**src/rtl/adc_pkg.sv**
```systemverilog
// Shared types, constants and config-word helper for the LTC2308 SPI controller.
package adc_pkg;

    typedef enum logic [2:0] {
        IDLE,
        CONVST,
        CONV,
        SHIFT,
        DONE
    } adc_state_t;

    localparam int unsigned CONVST_CYCLES = 2;
    localparam int unsigned ADC_BITS      = 12;
    localparam int unsigned CFG_BITS      = 6;

    // {S/D, O/S, S1, S0, UNI, SLP}: single-ended, unipolar, no sleep
    function automatic logic [5:0] adc_cfg(input logic [2:0] chan);
        return {1'b1, chan[0], chan[2], chan[1], 1'b1, 1'b0};
    endfunction

endpackage

```
**src/rtl/adc_ltc2308_ctrl.sv**
```systemverilog
// Free-running LTC2308 SPI master: starts conversions, reads the previous result
// and shifts in the channel configuration for the next conversion.
module adc_ltc2308_ctrl
    import adc_pkg::*;
#(
    parameter int unsigned SCK_HALF    = 2,
    parameter int unsigned CONV_CYCLES = 80
) (
    input  logic                clk,
    input  logic                reset,
    input  logic [2:0]          chan,
    input  logic                adc_sdo,
    output logic                adc_convst,
    output logic                adc_sck,
    output logic                adc_sdi,
    output logic [ADC_BITS-1:0] result,
    output logic [2:0]          result_chan,
    output logic                result_valid
);

    localparam int unsigned CNT_MAX = (CONV_CYCLES > SCK_HALF) ? CONV_CYCLES : SCK_HALF;
    localparam int unsigned CNT_W   = $clog2(CNT_MAX + 1);
    localparam int unsigned BIT_W   = 4;

    localparam logic [CNT_W-1:0] CONVST_LOAD = CNT_W'(CONVST_CYCLES - 1);
    localparam logic [CNT_W-1:0] CONV_LOAD   = CNT_W'(CONV_CYCLES - 1);
    localparam logic [CNT_W-1:0] HALF_LOAD   = CNT_W'(SCK_HALF - 1);
    localparam logic [BIT_W-1:0] LAST_BIT    = BIT_W'(ADC_BITS - 1);

    adc_state_t          state_q, state_d;
    logic [CNT_W-1:0]    cnt_q, cnt_d;
    logic [BIT_W-1:0]    bit_q, bit_d;
    logic                phase_q, phase_d;     // 0: SCK low phase, 1: SCK high phase
    logic [ADC_BITS-1:0] shreg_q, shreg_d;
    logic [2:0]          cfg_chan_q, cfg_chan_d;
    logic [2:0]          prev_chan_q, prev_chan_d;
    logic                first_q, first_d;
    logic                sdo_q;

    logic                convst_q, convst_d;
    logic                sck_q, sck_d;
    logic                sdi_q, sdi_d;
    logic                valid_q, valid_d;
    logic [ADC_BITS-1:0] result_q, result_d;
    logic [2:0]          result_chan_q, result_chan_d;
    logic [5:0]          cfg_word;
    logic [2:0]          cfg_idx;

    // State and datapath registers
    always_ff @(posedge clk) begin
        if (reset) begin
            state_q     <= IDLE;
            cnt_q       <= '0;
            bit_q       <= '0;
            phase_q     <= 1'b0;
            shreg_q     <= '0;
            cfg_chan_q  <= '0;
            prev_chan_q <= '0;
            first_q     <= 1'b1;
            sdo_q       <= 1'b0;
        end else begin
            state_q     <= state_d;
            cnt_q       <= cnt_d;
            bit_q       <= bit_d;
            phase_q     <= phase_d;
            shreg_q     <= shreg_d;
            cfg_chan_q  <= cfg_chan_d;
            prev_chan_q <= prev_chan_d;
            first_q     <= first_d;
            sdo_q       <= adc_sdo;
        end
    end

    // Next-state: one shared down-counter times every state and SCK phase
    always_comb begin
        state_d     = state_q;
        cnt_d       = cnt_q;
        bit_d       = bit_q;
        phase_d     = phase_q;
        shreg_d     = shreg_q;
        cfg_chan_d  = cfg_chan_q;
        prev_chan_d = prev_chan_q;
        first_d     = first_q;
        case (state_q)
            IDLE: begin
                state_d    = CONVST;
                cnt_d      = CONVST_LOAD;
                cfg_chan_d = chan;
            end
            CONVST: begin
                if (cnt_q == '0) begin
                    state_d = CONV;
                    cnt_d   = CONV_LOAD;
                end else begin
                    cnt_d = cnt_q - CNT_W'(1);
                end
            end
            CONV: begin
                if (cnt_q == '0) begin
                    state_d = SHIFT;
                    cnt_d   = HALF_LOAD;
                    phase_d = 1'b0;
                    bit_d   = '0;
                end else begin
                    cnt_d = cnt_q - CNT_W'(1);
                end
            end
            SHIFT: begin
                if (cnt_q != '0) begin
                    cnt_d = cnt_q - CNT_W'(1);
                end else if (!phase_q) begin
                    shreg_d = {shreg_q[ADC_BITS-2:0], sdo_q};
                    phase_d = 1'b1;
                    cnt_d   = HALF_LOAD;
                end else begin
                    phase_d = 1'b0;
                    cnt_d   = HALF_LOAD;
                    if (bit_q == LAST_BIT) begin
                        state_d = DONE;
                    end else begin
                        bit_d = bit_q + BIT_W'(1);
                    end
                end
            end
            DONE: begin
                state_d     = CONVST;
                cnt_d       = CONVST_LOAD;
                cfg_chan_d  = chan;
                prev_chan_d = cfg_chan_q;
                first_d     = 1'b0;
            end
            default: state_d = IDLE;
        endcase
    end

    // Outputs: pins decoded from the next state so they line up with state_q
    always_comb begin
        cfg_word      = adc_cfg(cfg_chan_q);
        cfg_idx       = 3'(CFG_BITS - 1) - bit_d[2:0];
        convst_d      = (state_d == CONVST);
        sck_d         = (state_d == SHIFT) && phase_d;
        sdi_d         = 1'b0;
        valid_d       = 1'b0;
        result_d      = result_q;
        result_chan_d = result_chan_q;
        if (state_d == SHIFT && bit_d < BIT_W'(CFG_BITS)) begin
            sdi_d = cfg_word[cfg_idx];
        end
        // The first frame after reset carries an unknown configuration
        if (state_q == DONE && !first_q) begin
            valid_d       = 1'b1;
            result_d      = shreg_q;
            result_chan_d = prev_chan_q;
        end
    end

    always_ff @(posedge clk) begin
        if (reset) begin
            convst_q      <= 1'b0;
            sck_q         <= 1'b0;
            sdi_q         <= 1'b0;
            valid_q       <= 1'b0;
            result_q      <= '0;
            result_chan_q <= '0;
        end else begin
            convst_q      <= convst_d;
            sck_q         <= sck_d;
            sdi_q         <= sdi_d;
            valid_q       <= valid_d;
            result_q      <= result_d;
            result_chan_q <= result_chan_d;
        end
    end

    assign adc_convst   = convst_q;
    assign adc_sck      = sck_q;
    assign adc_sdi      = sdi_q;
    assign result       = result_q;
    assign result_chan  = result_chan_q;
    assign result_valid = valid_q;

endmodule

```
**config.mk**
```make
export PLATFORM = sky130hd
export DESIGN_NAME = adc_ltc2308_ctrl
export DESIGN_NICKNAME = d
export VERILOG_FILES = /design/src/rtl/adc_pkg.sv /design/src/rtl/adc_ltc2308_ctrl.sv
export SDC_FILE = /design/constraint.sdc
export NUM_CORES = 1
export LEC_CHECK = 0
export ABC_AREA = 1
export CAP_MARGIN = 20
export CORE_ASPECT_RATIO = 0.5
export CORE_UTILIZATION = 55
export CTS_CLUSTER_DIAMETER = 40
export DETAILED_ROUTE_END_ITERATION = 10
export MAX_ROUTING_LAYER = met4
export PLACE_DENSITY = 0.88
export REMOVE_ABC_BUFFERS = 1
export SLEW_MARGIN = 15
export SYNTH_ARGS = -nofsm -noshare
export SYNTH_HDL_FRONTEND = slang
export SYNTH_SLANG_ARGS = --single-unit
```
**constraint.sdc**
```tcl
create_clock -name clk -period 1.9 [get_ports clk]
set_clock_uncertainty 0.05 [all_clocks]
set_input_delay 0.38 -clock clk [delete_from_list [all_inputs] [get_ports clk]]
set_output_delay 0.38 -clock clk [all_outputs]
set_load 0.05 [all_outputs]
```
; Word-level counts from Yosys, hierarchy flattened
; Cells that the tools add are included.
[totals]
register_bits = 54
inputBits = 6
elab_cells = 63
output_inout_bits = 19
[classes]
n_eq_ne = 7
n_addsub = 3
bitwise_logic = 3
reduce_logical = 11
n_mux = 22
order_cmp = 2
[ops]
columns = cell, n
row1 = $pmux W7 S4, 1
row2 = $mux W7, 3
row3 = $mux W4, 4
row4 = $mux W3, 5
row5 = $pmux W3 S4, 1
row6 = $eq A3 B2 Y1 const B, 3
row7 = $pmux W4 S2, 1
row8 = $logic_not A7 Y1, 1
row9 = $reduce_bool A7 Y1, 1
row10 = $sub A7 B1 Y7 const B, 1
row11 = $eq A3 B1 Y1 const B, 2
row12 = $mux W1, 5
row13 = $add A4 B1 Y4 const B, 1
row14 = $eq A4 B4 Y1 const B, 1
row15 = $lt A3 B4 Y1 const B, 1
row16 = $lt A4 B3 Y1 const B, 1
row17 = $reduce_bool A4 Y1, 1
row18 = $reduce_or A2 Y1, 2
row19 = $bmux W1 S3, 1
row20 = $eq A3 B3 Y1 const B, 1
row21 = $logic_and A1 B1 Y1, 3
row22 = $logic_not A3 Y1, 1
row23 = $not A1 Y1, 3
row24 = $reduce_and A3 Y1, 1
row25 = other kinds (3), 3

; Depth between registers and ports, before layout
; Gate-level depths: netlist (run 1).
[logic_depth]
ltp_word = 9
ltp_mapped = 14
depth_no_buf = 14

; Worst setup path after synthesis (run 1)
; Ideal clock, no wire load.
[synth_path]
path_kind = reg2reg
start = register cnt_q[0]
end = register shreg_q[11]
t_required_ns = 1.779
setup_time_ns = 0.071
path_stages_with_launch = 9
n_path_buf = 1
setup_slack_ns = 0.241
t_arrival_ns = 1.538
synth_period_minus_slack_ns = 1.659
path_cell_list = dfxtp_1 inv_1 ha_1 nand2_1 nor2_4 ha_1 clkbuf_1 nand3_1 a21oi_1
[synth_via]
elab_chain_cells = 3
[synth_lines]
columns = item, line_no
row1 = from (decl), adc_ltc2308_ctrl.sv:31  ; logic [CNT_W-1:0] cnt_q, cnt_d;
row2 = from (signal assigned), adc_ltc2308_ctrl.sv:63  ; cnt_q <= cnt_d;
row3 = $reduce_bool A7 Y1, adc_ltc2308_ctrl.sv:109  ; if (cnt_q != '0) begin
row4 = $not A1 Y1 (no line), -
row5 = $reduce_and A3 Y1 (no line), -
row6 = to (signal assigned), adc_ltc2308_ctrl.sv:66  ; shreg_q <= shreg_d;
row7 = to (decl), adc_ltc2308_ctrl.sv:34  ; logic [ADC_BITS-1:0] shreg_q, shreg_d;
; Every way passes these cells.
; A chain may end at the register's enable or synchronous reset.

; Worst setup path in the final report (run 1)
[layout_path]
start = register sdi_q (netlist: adc_sdi)
end = output port adc_sdi
[layout_lines]
columns = item, line_no
row1 = from (decl), adc_ltc2308_ctrl.sv:42  ; logic sdi_q, sdi_d;
row2 = from (signal assigned), adc_ltc2308_ctrl.sv:168  ; sdi_q <= sdi_d;
row3 = to (decl), adc_ltc2308_ctrl.sv:15  ; output logic adc_sdi,
; No word-level cell between the ends.

==> results of run 1 <==
==> layout make-up <==
class / instances / area [um^2] / share of cell area (%)
repair buffers: 31 / 262 / 9.59
multi-input cells: 218 / 1120 / 41.1
inverters: 27 / 101 / 3.72
flip-flops and latches: 54 / 1080 / 39.7
clock inverters: 3 / 26.3 / 0.963
clock buffers: 5 / 68.8 / 2.52
well taps: 54 / 67.6 / 2.48
==> metal layers <==
layer / up-vias / wire [um] / GRT usage (%) / share of wire [%]
li1: 1072 / - / - / -
met1: 962 / 2270 / 30.9 / 43
met2: 84 / 2560 / 39.4 / 49
met3: 17 / 272 / 4.52 / 5.2
met4: 0 / 126 / 9.54 / 2.4
met5: - / 0 / - / 0
==> what timing repair did <==
action                     4_1_cts  5_1_grt
cloned                           0        0
pin swaps                        0        1
buffers inserted                 0        1
setup endpoints to repair        1       16
gates resized for setup          1        8
==> logic make-up after synthesis <==
family / Yosys count
simple gates: 151
xor+xnor: 3
fa+ha+maj: 4
buf+inv: 40
compound gates: 60
flops: 54
==> registers in the layout (all words and copies together) (netlist names) <==
| name | cells |
|---|---|
| result | 12 |
| adc_sdi | 1 |
| adc_convst | 1 |
| bit_q | 4 |
| result_valid | 1 |
| result_chan | 3 |
| cfg_chan_q | 3 |
| state_q | 3 |
| sdo_q | 1 |
| adc_sck | 1 |
| shreg_q | 12 |
| prev_chan_q | 3 |
| cnt_q | 7 |
| phase_q | 1 |
| first_q | 1 |
==> power by group <==
part,switching (mW),internal [mW],leakage [nW]
Combinational,0.973,0.473,0.629
Clock,0.413,0.272,0.0491
Sequential,0.129,1.26,0.438
==> worst paths after layout <==
path,from,end,slack (ns),cells after the start
min reg2reg,result_chan[0],result_chan[0],0.42,2
max reg2reg,cnt_q[5],shreg_q[0],0.11,7
max,adc_sdi,adc_sdi,0.03,1
min,result_chan[0],result_chan[0],0.42,2
==> placed cells by master (no fill, tap or decap), drive strengths merged <==
| cell | netlist | routed |
|---|---|---|
| nand3 | 33 | 33 |
| clkbuf | 8 | 5 |
| nand2 | 73 | 73 |
| and3 | 1 | 1 |
| inv | 26 | 28 |
| o21ai | 15 | 15 |
| a22oi | 1 | 1 |
| clkdlybuf4s50 | 0 | 7 |
| a21oi | 43 | 43 |
| nand4 | 4 | 4 |
| ha | 4 | 4 |
| nand3b | 1 | 1 |
| o211ai | 1 | 1 |
| nor4 | 1 | 1 |
| dlygate4sd2 | 0 | 1 |
| buf | 5 | 21 |
| dlymetal6s2s | 0 | 2 |
| xor2 | 3 | 3 |
| nor2 | 34 | 34 |
| nor3 | 4 | 4 |
| dfxtp | 54 | 54 |
| clkinv | 1 | 2 |
==> metrics, run 1 <==
gate count after technology mapping=~310; CTS clock-pin slew for the worst setup and hold paths=~0.10 ns; CTS H-Tree Depth=2; dpl cells=between 300 and 400; post-place setup slack=~0.085 ns; post-synth top area share=around 46%; Hold Path Class=flop to flop; Post-Syn Area per Cell=roughly 7.5 um^2; predominant post-synthesis flop cell=dfxtp_1; worst skew pair latency=~0.32 ns; hpwl dp=~3400 um; max-cap violations=0; antenna violations before repair=0; largest family of logic cells by synthesized area=simple AND/OR/NAND/NOR gates; setup_tns=0 ns; ratio of cells with drive above 1 in the final layout=15.7%; Simple-Gate Fraction of Synth Area=30.6%; crit-path leading delay family=buffers and inverters; CTS Sinks=54; synthesized flop and latch total=54; Overflow after GRT=0; Non-Filler Instances=between 300 and 400; FFs w/ async S/R, synth=0%; mux contribution to synthesized area=0%; final instance area=2730 um^2; Hold WS=~0.42 ns; final worst slack=approximately 0.032 ns; IO Pins=25; pin count of the biggest net entering global routing=41; Via density=approximately 5.4; final period utilization=slightly below 100%; leading cell types by count after synthesis=70 x nand2_1, 54 x dfxtp_1, 42 x a21oi_1; Synth Area in XOR/XNOR=1.12%; Via Count=between 2000 and 2500; first-pass GRT wire length=~7900 um; Synth Area in Compound Gates=a little over an eighth; Initial Utilization=between 50% and 60%; Power Density=1290 nW/um^2; final setup vio count=0; Pins Over Slew Limit=0; Worst-Margin Slew=0.550 ns; crit path capture type=output pin; Max transition margin=between 60% and 70%; gr usage total=roughly a quarter; core area=between 3000 and 4000 um^2; Synth Area in Adders=~2.1%; Lkg Pwr=about 1.1 nW; WP buf/inv=1; max frequency=between 500 and 600 MHz; FILL cells=~310; site row count=16; fin crit period=between 1.5 and 2 ns; Layout Area Growth over Synthesis=16.5%; sequential area share after synthesis=46.2%; crit path DAT=~1.4 ns; Placer Congestion=approximately 0.89; die footprint=about 4500 um^2; routed length per instance=roughly 13 um; DRC Markers=0; RSZ-0062 raised after global routing=yes; outcome=finished, final reports clean; dominant cell type by area after synthesis=dfxtp_1; post-synth cell types=29; Detailed Route Iter0 Violations=about 100; CP max FO=1; total CTS buffers=5; CP Class=flop to output pin; Post-synth EDFFs=0; number of global-route vias before repair=1766; DRT antenna net count=0; DIE WIDTH=about 94 um; Crit-path slowest cell=clkdlybuf4s50_1; final wirelength=around 5200 um; ant diodes=0; Startpoint Class=flop; maximum vdd drop=~0.56 mV; die height=slightly below 50 um; IO Port Bufs=24; max incr delay on CP=approximately 0.79 ns; synth top area cells=dfxtp_1 46%, nand2_1 11%, a21oi_1 9.0%, nand3_1 6.8%, nor2_1 4.2%; clock tree buffer depth=2; CTS tree=built; total power=between 3 and 4 mW; DRT Pass-1 Iters=5; Synth Warn #=0; fin nets=around 350; CP Cell Sequence=clkdlybuf4s50_1; post-layout util=68.5%; Area after DPL=~2600 um^2; clock root cell=clkbuf_8; Mapped Area=2340 um^2; hold_buf cts=0; most common cell in the synthesized netlist=nand2_1; CP required=1.47 ns; Final Hold Viols=0
Power figures use the tool's default switching activity.
==> inputs of run 2 (changes only) <==
--- a/config.mk
+++ b/config.mk
@@ -11,8 +11,8 @@
 export CORE_UTILIZATION = 55
 export CTS_CLUSTER_DIAMETER = 40
 export DETAILED_ROUTE_END_ITERATION = 10
-export MAX_ROUTING_LAYER = met4
 export PLACE_DENSITY = 0.88
+export RECOVER_POWER = 100
 export REMOVE_ABC_BUFFERS = 1
 export SLEW_MARGIN = 15
 export SYNTH_ARGS = -nofsm -noshare
==> run 2 against run 1 <==
- count of clock-buffer cells in the layout did not move
- sequential share of layout area up 1.1 points
- wire length decreased by 0.25%
- critical path type unchanged
- global-route usage fell by 0.24 points
- core utilization is 1.9 points lower
- setup slack better by 0.018 ns
- combinational power about the same
- register-to-register slack improved by 0.03 ns
- first-iteration DRC count is 13% higher
==> metrics, run 2 (synthesis gave the netlist of run 1 again) <==
CTS tree=built; Power Density=1370 nW/um^2 (+5.8%); Detailed Route Iter0 Violations=116 (+13%); Layout Area Growth over Synthesis=13.2%; Overflow after GRT=0 (unchanged); maximum vdd drop=0.583 mV (+3.4%); DRC Markers=0 (unchanged); RSZ-0062 raised after global routing=no; outcome=finished, final reports clean; hpwl dp=3370 um (-2.2%); site row count=16 (unchanged); DRT Pass-1 Iters=5 (unchanged); Worst Setup SP=adc_convst; CTS Sinks=54 (unchanged); die footprint=4540 um^2 (unchanged); CP Cell Sequence=clkdlybuf4s50_1; Final Hold Viols=0 (unchanged); number of global-route vias before repair=1764 (-0.11%); crit-path leading delay family=buffers and inverters; buffer count from post-CTS setup fixing=0 (unchanged); RR Endpoint=adc_sdi; max frequency=541 MHz (+0.95%); crit path to=adc_convst; final setup vio count=0 (unchanged); ant diodes=0 (unchanged); IO Pins=25 (unchanged); Via density=5.49 (+0.84%); ratio of cells with drive above 1 in the final layout=10.7% (-5.0 points); fin crit period=1.85 ns (-0.0175 ns); crit path DAT=1.42 ns (-0.02 ns); first-pass GRT wire length=8060 um (+1.7%); crit path capture type=output pin; Startpoint Class=flop; CP max FO=1 (unchanged); hold_buf cts=0 (unchanged); IO Port Bufs=24 (unchanged); Via Count=2142 (+0.33%); CTS clock-pin slew for the worst setup and hold paths=0.11 ns (about the same); total power=3.62 mW (+2.8%); pin count of the biggest net entering global routing=41 (unchanged); Hold Path Class=flop to flop; leading cell type in the layout, fill and taps excluded=nand2_1; Worst path depth=1 (unchanged); setup_tns=0 ns (unchanged); reg-to-reg startpoint=cnt_q[1]; commonest non-fill, non-tap cells in the layout=68 x nand2_1, 54 x dfxtp_1, 42 x a21oi_1; die height=48.1 um (unchanged); Placer Congestion=0.861 (-3.4%); worst skew pair latency=0.32 ns (about the same); CTS H-Tree Depth=2 (unchanged); DRT antenna net count=0 (unchanged); CP required=1.47 ns (about the same); final period utilization=97.4% (-0.92 points); Initial Utilization=58.8% (unchanged); clock root cell=clkbuf_8; Worst R2R Path Depth=12 (+5); DIE WIDTH=94.3 um (unchanged); Worst-Margin Slew=0.810 ns (+0.261 ns); routed length per instance=13.4 um (+0.26%); Lkg Pwr=1.01 nW (-10%); clock tree buffer depth=2 (unchanged); Hold WS=0.417 ns (-0.00106 ns); antenna violations before repair=0 (unchanged); fin nets=345 (-0.58%); CP Class=flop to output pin; Reg2Reg Setup Slack=0.14 ns (+0.03 ns); CTS resizes=0 (-1); Crit-path slowest cell=clkdlybuf4s50_1; max incr delay on CP=0.79 ns (about the same); core area=3980 um^2 (unchanged); Pins Over Slew Limit=0 (unchanged); max-cap violations=0 (unchanged); final wirelength=5220 um (-0.25%); WP buf/inv=1 (unchanged); Max transition margin=46.0% (-17 points); total CTS buffers=5 (unchanged); gr usage total=24.0% (-0.24 points)
==> run 2: changes by cell type in the layout (fill, tap and decap cells not counted), moves of 2 or more <==
cell / previous run / this run
nand2_2: 2 / 4
clkbuf_1: 0 / 18
dlymetal6s2s_1: 2 / 0
nand2_1: 70 / 68
buf_4: 21 / 4
clkdlybuf4s50_1: 7 / 5
==> run 2: worst min-delay path by stage <==
stage	start	to	cells after the start
after global routing	shreg_q[11]	shreg_q[11]	2
after detailed placement	result[9]	result[9]	2
after CTS	result[9]	result[9]	2
after floorplan	shreg_q[11]	shreg_q[11]	2
after global placement	result[3]	result[3]	2
final	result[3]	result[3]	2
==> run 2: layer usage <==
layer | GRT usage (%) | part of all wire [%]
met1 | 30.6 | 44
met5 | 0 | 0
met2 | 40.9 | 49
met4 | 11.1 | 1.8
met3 | 5.30 | 5.2
==> run 2: report_power, final <==
group	switching [mW]	internal, mW
clock network	0.405	0.400
registers	0.121	1.26
logic	0.975	0.459
total	1.50	2.12
==> run 2: through the flow <==
stage | cells | util [%] | instance area [um^2] | setup WS (ns)
floorplan | 299 | - | 2280 | -0.197
global placement | 382 | 65.1 | 2590 | 0.119
detailed placement | 382 | 65.1 | 2590 | 0.0967
CTS | 390 | 68.0 | 2710 | 0.00812
global route | 390 | 66.5 | 2650 | 0.0128
finish | 390 | 66.5 | 2650 | 0.0499
==> run 2: final cells by class <==
class | count | area (um^2)
fillers | 338 | 1330
repair buffers | 29 | 163
multi-input cells | 218 | 1120
well taps | 54 | 67.6
clock buffers | 5 | 68.8
inverters | 27 | 101
clock inverters | 3 | 47.5
flip-flops and latches | 54 | 1080
==> inputs of run 3 (changes only) <==
--- a/config.mk
+++ b/config.mk
@@ -8,10 +8,10 @@
 export ABC_AREA = 1
 export CAP_MARGIN = 20
 export CORE_ASPECT_RATIO = 0.5
-export CORE_UTILIZATION = 55
+export CORE_UTILIZATION = 50
 export CTS_CLUSTER_DIAMETER = 40
 export DETAILED_ROUTE_END_ITERATION = 10
-export PLACE_DENSITY = 0.88
+export PLACE_DENSITY = 0.85
 export RECOVER_POWER = 100
 export REMOVE_ABC_BUFFERS = 1
 export SLEW_MARGIN = 15
==> constraint.sdc (replaced) <==
create_clock -name clk -period 1.6 [get_ports clk]
set_clock_uncertainty 0.05 [all_clocks]
set_input_delay 0.32 -clock clk [delete_from_list [all_inputs] [get_ports clk]]
set_output_delay 0.32 -clock clk [all_outputs]
set_load 0.05 [all_outputs]
==> run 3 against run 2 <==
- the run now ends with negative setup slack left
- final cell count is 6.2% higher
- count of clock-buffer cells in the layout stayed put
- clock power is 15% higher
- sequential share of layout area is 4.9 points lower
- power is 38% higher
- via count is 12% higher
- wire length is 29% higher
- die area is 9.7% higher
- core utilization is 1.3 points higher
- setup slack worse by 0.16 ns
- critical endpoint is now adc_sdi
==> metrics, run 3 (synthesis gave the netlist of run 1 again) <==
IO Port Bufs=24 (unchanged); core area=4450 um^2 (+12%); DRT Pass-1 Iters=6 (+1); Final Hold Viols=0 (unchanged); die height=50.4 um (+4.7%); Placer Congestion=0.902 (+4.8%); Detailed Route Iter0 Violations=205 (+77%); Layout Area Growth over Synthesis=28.9%; routed length per instance=16.2 um (+21%); maximum vdd drop=0.622 mV (+6.8%); hpwl dp=3890 um (+16%); final period utilization=107%; DIE WIDTH=98.8 um (+4.8%); CP dominant cell by count=nand2_1; IO Pins=25 (unchanged); crit path capture type=flop; CP Class=flop to flop; fin crit period=about 1.7 ns; first-pass GRT wire length=9880 um (+23%); final wirelength=6720 um (+29%); Overflow after GRT=0 (unchanged); pin count of the biggest net entering global routing=41 (unchanged); DRC Markers=0 (unchanged); Via Count=2407 (+12%); clock root cell=clkbuf_8; Hold Path Class=flop to flop; Max transition margin=65.3% (+19 points); total power=4.99 mW (+38%); Crit-path slowest cell=dfxtp_2; Via density=5.81 (+5.9%); hold_buf cts=0 (unchanged); max frequency=a little under 600 MHz; ant diodes=0 (unchanged); final setup vio count=4 (+4); leading cell type in the layout, fill and taps excluded=nand2_1; die footprint=4980 um^2 (+9.7%); site row count=17 (+1); max incr delay on CP=0.34 ns (-0.45 ns); clock tree buffer depth=2 (unchanged); Startpoint Class=flop; CP Cell Sequence=ha_1 -> nand2_1 -> nor2_1 -> nor2_1 -> nand2_1 -> nand2_1 -> nand2_2 -> nand2_2 -> nand2_2 -> nand2_1 -> nand2_1 -> nor2_1 -> nor2_1; Worst-Margin Slew=0.520 ns (-0.291 ns); antenna violations before repair=0 (unchanged); Lkg Pwr=1.43 nW (+42%); gr usage total=25.3% (+1.3 points); violated checks=negative setup slack; RSZ-0062 raised after global routing=yes; CTS H-Tree Depth=2 (unchanged); dpl cells=399 (+4.5%); fin nets=367 (+6.4%); crit path DAT=1.89 ns (+0.47 ns); commonest non-fill, non-tap cells in the layout=65 x nand2_1, 52 x dfxtp_1, 38 x a21oi_1; Pins Over Slew Limit=0 (unchanged); total CTS buffers=5 (unchanged); CP required=1.77 ns (+0.30 ns); Initial Utilization=52.7% (-6.1 points); CP max FO=2 (+1); max-cap violations=0 (unchanged); outcome=finished, violations left; Power Density=1650 nW/um^2 (+21%); ratio of cells with drive above 1 in the final layout=22.1% (+11 points); CTS tree=built; DRT antenna net count=0 (unchanged); CTS clock-pin slew for the worst setup and hold paths=0.10 ns (about the same); CTS Sinks=54 (unchanged); worst skew pair latency=0.32 ns (about the same); Non-Filler Instances=414 (+6.2%); number of global-route vias before repair=2164 (+23%); final worst slack=-0.114 ns (-0.164 ns)
[run 3: routing by layer]
layer / up-vias / routed length, um / share of wire [%] / global-route usage (%)
met1: 1114 / 2670 / 40 / 30.8
met3: 40 / 538 / 8.0 / 4.74
met4: 0 / 308 / 4.6 / 14.2
met2: 143 / 3200 / 48 / 42.9
met5: - / 0 / 0 / 0
li1: 1110 / - / - / -
[run 3: power breakdown]
part	leakage, nW	switching (mW)	total [mW]	internal (mW)
Combinational	0.936	1.51	2.42	0.913
Clock	0.0542	0.462	0.923	0.461
Sequential	0.439	0.141	1.65	1.50
Total	1.43	2.11	4.99	2.88
[run 3: stage by stage]
stage | setup TNS (ns) | hold WS, ns | area, um^2 | utilization, % | worst slack, ns
global route | -0.915 | 0.443 | 3020 | 67.9 | -0.201
global placement | -0.0968 | 0.405 | 2890 | 65.0 | -0.0851
floorplan | -10.03 | 0.339 | 2280 | - | -0.497
finish | -0.147 | 0.409 | 3020 | 67.9 | -0.114
detailed placement | -1.35 | 0.415 | 2890 | 65.0 | -0.126
CTS | -0.229 | 0.429 | 3070 | 69.0 | -0.0879
[run 3: path summary, 6_finish.rpt]
kind | startpoint | endpoint | slack (ns) | cells past startpoint
worst max-delay path | bit_q[0] | adc_sdi | -0.11 | 13
worst min-delay path | result[2] | result[2] | 0.41 | 2
worst max register to register | bit_q[0] | adc_sdi | -0.11 | 13
worst min register to register | result[2] | result[2] | 0.41 | 2
[run 3: layout make-up]
class / count / area [um^2]
Clock inverter: 2 / 38.8
Timing Repair Buffer: 51 / 460
Sequential cell: 54 / 1080
Inverter: 27 / 104
Clock buffer: 5 / 68.8
Tap cell: 57 / 71.3
Multi-Input combinational cell: 218 / 1190
Fill cell: 311 / 1430
[run 3: worst max-delay path, delay by kind of cell, from the launching register on]
kind | cells | cell delay (ns)
and+or+nand+nor | 12 | 1.01
DFF | 1 | 0.34
adders and majority gates | 1 | 0.21
[run 3: timing repair]
| item | 4_1_cts | 5_1_grt |
|---|---|---|
| pin swaps | 8 | 8 |
| endpoints found under the setup margin | 25 | 25 |
| gates resized for setup | 15 | 19 |
| setup buffers | 6 | 3 |
